**src/rtl/alu_cmd_issuer.sv**
```systemverilog
// Command FIFO + sequencer in front of the 2-bit combinational ALU: queues packed commands,
// drives ALU operands, captures the settled result and returns it with an acceptance-order tag.
// Optional build macro ALU_SELFCHECK_EN adds a golden model and a sticky err output.
module alu_cmd_issuer #(
    parameter int FIFO_DEPTH    = 4,
    parameter int SETTLE_CYCLES = 1,
    parameter int TAG_W         = 4
) (
    input  logic             clk,
    input  logic             rst_n,
    input  logic             cmd_valid,
    output logic             cmd_ready,
    input  logic [7:0]       cmd_data,
    output logic [1:0]       alu_a,
    output logic [1:0]       alu_b,
    output logic             alu_cin,
    output logic [2:0]       alu_control,
    input  logic [3:0]       alu_result,
    output logic             rsp_valid,
    input  logic             rsp_ready,
    output logic [3:0]       rsp_data,
    output logic [TAG_W-1:0] rsp_tag,
`ifdef ALU_SELFCHECK_EN
    output logic             err,
`endif
    output logic             busy
);

    localparam int PTR_W   = (FIFO_DEPTH > 1) ? $clog2(FIFO_DEPTH) : 1;
    localparam int CNT_W   = (SETTLE_CYCLES > 1) ? $clog2(SETTLE_CYCLES) : 1;
    localparam int ENTRY_W = TAG_W + 8;
    localparam logic [CNT_W-1:0] CNT_LAST = CNT_W'(SETTLE_CYCLES - 1);
    localparam logic [PTR_W:0]   FIFO_CAP = (PTR_W + 1)'(FIFO_DEPTH);

    typedef enum logic [1:0] {
        IDLE  = 2'd0,
        DRIVE = 2'd1,
        RESP  = 2'd2
    } state_t;

    state_t state_reg, state_next;

    logic [ENTRY_W-1:0] fifo_mem [FIFO_DEPTH];
    logic [PTR_W:0]     wr_ptr_reg, rd_ptr_reg;
    logic [TAG_W-1:0]   accept_tag_reg;
    logic [TAG_W-1:0]   pend_tag_reg;
    logic [CNT_W-1:0]   settle_cnt_reg;
    logic [ENTRY_W-1:0] head_entry;
    logic               fifo_empty, fifo_full;
    logic               push, pop, capture, rsp_done;

    // Pointers carry one extra wrap bit so full and empty are distinguishable.
    assign fifo_empty = (wr_ptr_reg == rd_ptr_reg);
    assign fifo_full  = ((wr_ptr_reg - rd_ptr_reg) == FIFO_CAP);
    assign cmd_ready  = !fifo_full;
    assign push       = cmd_valid && !fifo_full;
    assign head_entry = fifo_mem[rd_ptr_reg[PTR_W-1:0]];
    assign busy       = (state_reg != IDLE) || !fifo_empty;

    always_ff @(posedge clk) begin
        if (push) begin
            fifo_mem[wr_ptr_reg[PTR_W-1:0]] <= {accept_tag_reg, cmd_data};
        end
    end

    always_ff @(posedge clk or negedge rst_n) begin
        if (!rst_n) begin
            wr_ptr_reg     <= '0;
            rd_ptr_reg     <= '0;
            accept_tag_reg <= '0;
        end else begin
            if (push) begin
                wr_ptr_reg     <= wr_ptr_reg + 1'b1;
                accept_tag_reg <= accept_tag_reg + 1'b1;
            end
            if (pop) begin
                rd_ptr_reg <= rd_ptr_reg + 1'b1;
            end
        end
    end

    always_ff @(posedge clk or negedge rst_n) begin
        if (!rst_n) begin
            state_reg <= IDLE;
        end else begin
            state_reg <= state_next;
        end
    end

    always_comb begin
        state_next = state_reg;
        pop        = 1'b0;
        capture    = 1'b0;
        rsp_done   = 1'b0;
        case (state_reg)
            IDLE: begin
                if (!fifo_empty) begin
                    pop        = 1'b1;
                    state_next = DRIVE;
                end
            end
            DRIVE: begin
                if (settle_cnt_reg == CNT_LAST) begin
                    capture    = 1'b1;
                    state_next = RESP;
                end
            end
            RESP: begin
                if (rsp_ready) begin
                    rsp_done   = 1'b1;
                    state_next = IDLE;
                end
            end
            default: state_next = IDLE;
        endcase
    end

    // Operand, settle-counter and response registers.
    always_ff @(posedge clk or negedge rst_n) begin
        if (!rst_n) begin
            alu_a          <= '0;
            alu_b          <= '0;
            alu_cin        <= 1'b0;
            alu_control    <= '0;
            pend_tag_reg   <= '0;
            settle_cnt_reg <= '0;
            rsp_valid      <= 1'b0;
            rsp_data       <= '0;
            rsp_tag        <= '0;
        end else begin
            if (pop) begin
                alu_a          <= head_entry[1:0];
                alu_b          <= head_entry[3:2];
                alu_cin        <= head_entry[4];
                alu_control    <= head_entry[7:5];
                pend_tag_reg   <= head_entry[ENTRY_W-1:8];
                settle_cnt_reg <= '0;
            end else if (state_reg == DRIVE && !capture) begin
                settle_cnt_reg <= settle_cnt_reg + 1'b1;
            end
            if (capture) begin
                rsp_data  <= alu_result;
                rsp_tag   <= pend_tag_reg;
                rsp_valid <= 1'b1;
            end else if (rsp_done) begin
                rsp_valid <= 1'b0;
            end
        end
    end

`ifdef ALU_SELFCHECK_EN
    logic [3:0] golden;

    always_comb begin
        golden = 4'h0;
        case (alu_control)
            3'b000: golden = {2'b00, alu_a & alu_b};
            3'b001: golden = {2'b00, alu_a | alu_b};
            3'b010: golden = {2'b00, alu_a ^ alu_b};
            3'b011: golden = {2'b00, ~alu_a};
            3'b100: golden = {2'b00, alu_a} + {2'b00, alu_b} + {3'b000, alu_cin};
            3'b101: golden = {2'b00, alu_a} - {2'b00, alu_b} - {3'b000, alu_cin};
            3'b110: golden = {2'b00, alu_a} * {2'b00, alu_b};
            3'b111: golden = {3'b000, (alu_a > alu_b)};
            default: golden = 4'h0;
        endcase
    end

    // Sticky: once a bad ALU result is seen it stays flagged until reset.
    always_ff @(posedge clk or negedge rst_n) begin
        if (!rst_n) begin
            err <= 1'b0;
        end else if (capture && (alu_result != golden)) begin
            err <= 1'b1;
        end
    end
`endif

endmodule

```
**config.mk**
```make
export PLATFORM = sky130hd
export DESIGN_NAME = alu_cmd_issuer
export DESIGN_NICKNAME = d
export VERILOG_FILES = /design/src/rtl/alu_cmd_issuer.sv
export SDC_FILE = /design/constraint.sdc
export NUM_CORES = 1
export LEC_CHECK = 0
export ABC_CLOCK_PERIOD_IN_PS = 5350
export BUFFER_PORTS_ARGS = -buffer_cell sky130_fd_sc_hd__buf_2
export CORE_UTILIZATION = 40
export DETAILED_ROUTE_END_ITERATION = 12
export PLACE_DENSITY = 0.64
export SYNTH_ARGS = -nofsm -noshare
export SYNTH_HDL_FRONTEND = slang
export SYNTH_SLANG_ARGS = --single-unit
```
**constraint.sdc**
```tcl
create_clock -name clk -period 5.35 [get_ports clk]
set_input_delay 0.2675 -clock clk [delete_from_list [all_inputs] [get_ports clk]]
set_output_delay 0.2675 -clock clk [all_outputs]
set_load 0.02 [all_outputs]
```
==> metrics <==
drt first-iter violations 150; Diodes inserted 0; largest net degree at the start of global routing 35; crit-path cells ha_1, nor2b_1, xnor2_2, a31oi_1, buf_4; fin nets 237; Die H 92.1 µm; register area share after synthesis 70.6%; worst stage delay on the critical path 920 ps; startpoint types flip-flop; Rel. slew slack 37.1%; Hold Path Class primary input to asynchronous set/reset pin; iteration count of the initial detailed-routing pass 4; DR WL/cell 15.7 µm; worst ir drop on vdd 275 µV; max-slew violation count 0; Slowest-stage cell, CP dfrtp_1; via count 1,561; initial core utilization 41.6%; max reg flops 48; Syn Std Cell Area 3250 µm²; Resize count post-CTS 0; first-pass GRT wire length 8.50 mm; minimum clock period 2880 ps; die footprint 8480 µm²; post-route clock period utilization 53.8%; RSZ-0062 raised after global routing no; final hold violation count 0; initial antenna violation count 0; Syn Nets 197; cts hold-fix bufs 0; post-route DRC violation count 0; total CTS buffers 9; distinct cell type count after synthesis 27; Crit Path Max Fanout 15; global route overflow 0; max cap viols 0; vias in the first global route 1,609; post-synthesis area per instance 18.8 µm²; Avg Vias per Cell 4.88; Synthesis Warnings 0; H-tree levels 3; Power Density 643 nW/µm²; setup ws final 2470 ps; Top-Level Pins 35; worst-margin pin slew 940 ps; RD Place Congestion 0.718; Yosys reg bits 82; Yosys top cell area share 44.4%; Layout Skew 9.53 ps; setup TNS 0 ps; Fmax 348 MHz; Worst-Skew Late Latency 350 ps; Clock Pin Slew Worst Setup and Hold Paths 80 ps; GR Util All Layers 13.9%; setup violators final 0; Power, Total 2.39 mW; CTS tree yes; area grow syn2layout 14.5%; core area 7810 µm²; Worst setup EP type flip-flop; Gate Count Post-Synth 173; postcts setup bufs 0; WHS 4.42 ps; static leakage 1.44 nW; Max Buffers Root-to-Sink 2; row count 32; final wirelength 5.01 mm; Detail Placement HPWL 3.33 mm; layout cells sized above 1 41.7%; Worst EP arrival 2930 ps; status finished clean; leading area contributor after synthesis edfxtp_1; Die X 92.1 µm; Crit Path Category flip-flop to flip-flop; CTS root buf clkbuf_8; CP Data Required Time 5410 ps; ANT nets after route 0; Sink Count 82; PortBufs 34; Area contributors post-synth edfxtp_1 (44%), dfrtp_1 (26%), mux4_2 (8.3%), mux2_2 (7.3%), ha_1 (3.1%); pre-CTS WS 2410 ps
[area by class of cell]
type,count,area (µm²)
clock buffer,13,159
fill,698,4090
clock inverter,3,40.0
sequential,82,2290
inverter,5,18.8
tap,102,128
timing repair buffer,35,178
multi-input combinational,80,901
[stage by stage]
step / util [%] / cells / area, µm²
floorplan: - / 173 / 3250
finish: 47.6 / 320 / 3720
detailed placement: 45.0 / 304 / 3520
CTS: 47.6 / 320 / 3720
global route: 47.6 / 320 / 3720
global placement: 45.0 / 304 / 3520
[Yosys cell counts, drive strengths merged]
cell and instances:
inv 5, and2 5, a21oi 2, dfrtp 34
nand3 3, o21bai 1, ha 8, buf 3
mux4 12, nand4 2, xor2 4, mux2 23
clkbuf 3, a31oi 4, nor2 4, or2 1
nor3b 1, xnor2 5, edfxtp 48, nor2b 1
nand2 4
[layer usage]
layer	share of wire [%]	routed length (µm)	vias to the layer above	global-route usage, %
met4	2.6	128	0	8.07
met1	44	2190	785	16.9
li1	-	-	732	-
met5	0	0	-	0
met3	3.0	151	13	3.15
met2	51	2530	31	22.8
[cell families after synthesis]
kind of cell               synth area share, %
AOI/OAI and AO/OA                         1.77
xor gates and xnor gates                  2.89
adders and majority gates                 3.08
buffers and inverters                     1.66
DFF                                       70.6
muxes                                     16.5
and+or+nand+nor                           3.47
[worst max-delay path, delay by kind of cell, from the launching register on]
kind                       cells  cell delay [ps]
buffers and inverters          1              290
xor gates and xnor gates       1              150
AOI/OAI and AO/OA              1              750
DFF                            1              920
and+or+nand+nor                1              210
adders and majority gates      1              270
[placed cells by master (no fill, tap or decap), types with 3 or more instances in the layout]
cell type / count
a31oi_1: 3
and2_2: 3
buf_2: 34
clkbuf_8: 11
dfrtp_1: 34
edfxtp_1: 48
ha_1: 8
inv_1: 5
mux2_2: 21
mux4_2: 12
nand2_1: 4
nand3_1: 3
nor2_1: 4
xnor2_1: 3
xor2_1: 4
[power breakdown]
part	switching (mW)	internal [mW]	leakage, nW
Combinational	0.429	0.428	0.495
Sequential	0.163	0.929	0.842
Clock	0.201	0.240	0.103
[final timing paths]
path | slack [ps] | from | cells after the start | to
min in group clk | 140 | cmd_data[0] | 1 | fifo_mem[2][0]
worst min-delay path | 4 | rst_n | 1 | rsp_valid
worst max-delay path | 2470 | rd_ptr_reg[0] | 5 | fifo_mem[3][11]
worst max register to register | 2470 | rd_ptr_reg[0] | 5 | fifo_mem[3][11]
worst min register to register | 500 | alu_b[0] | 1 | alu_b[0]
max in group asynchronous | 4840 | rst_n | 1 | rd_ptr_reg[2]
Power figures use the tool's default switching activity.
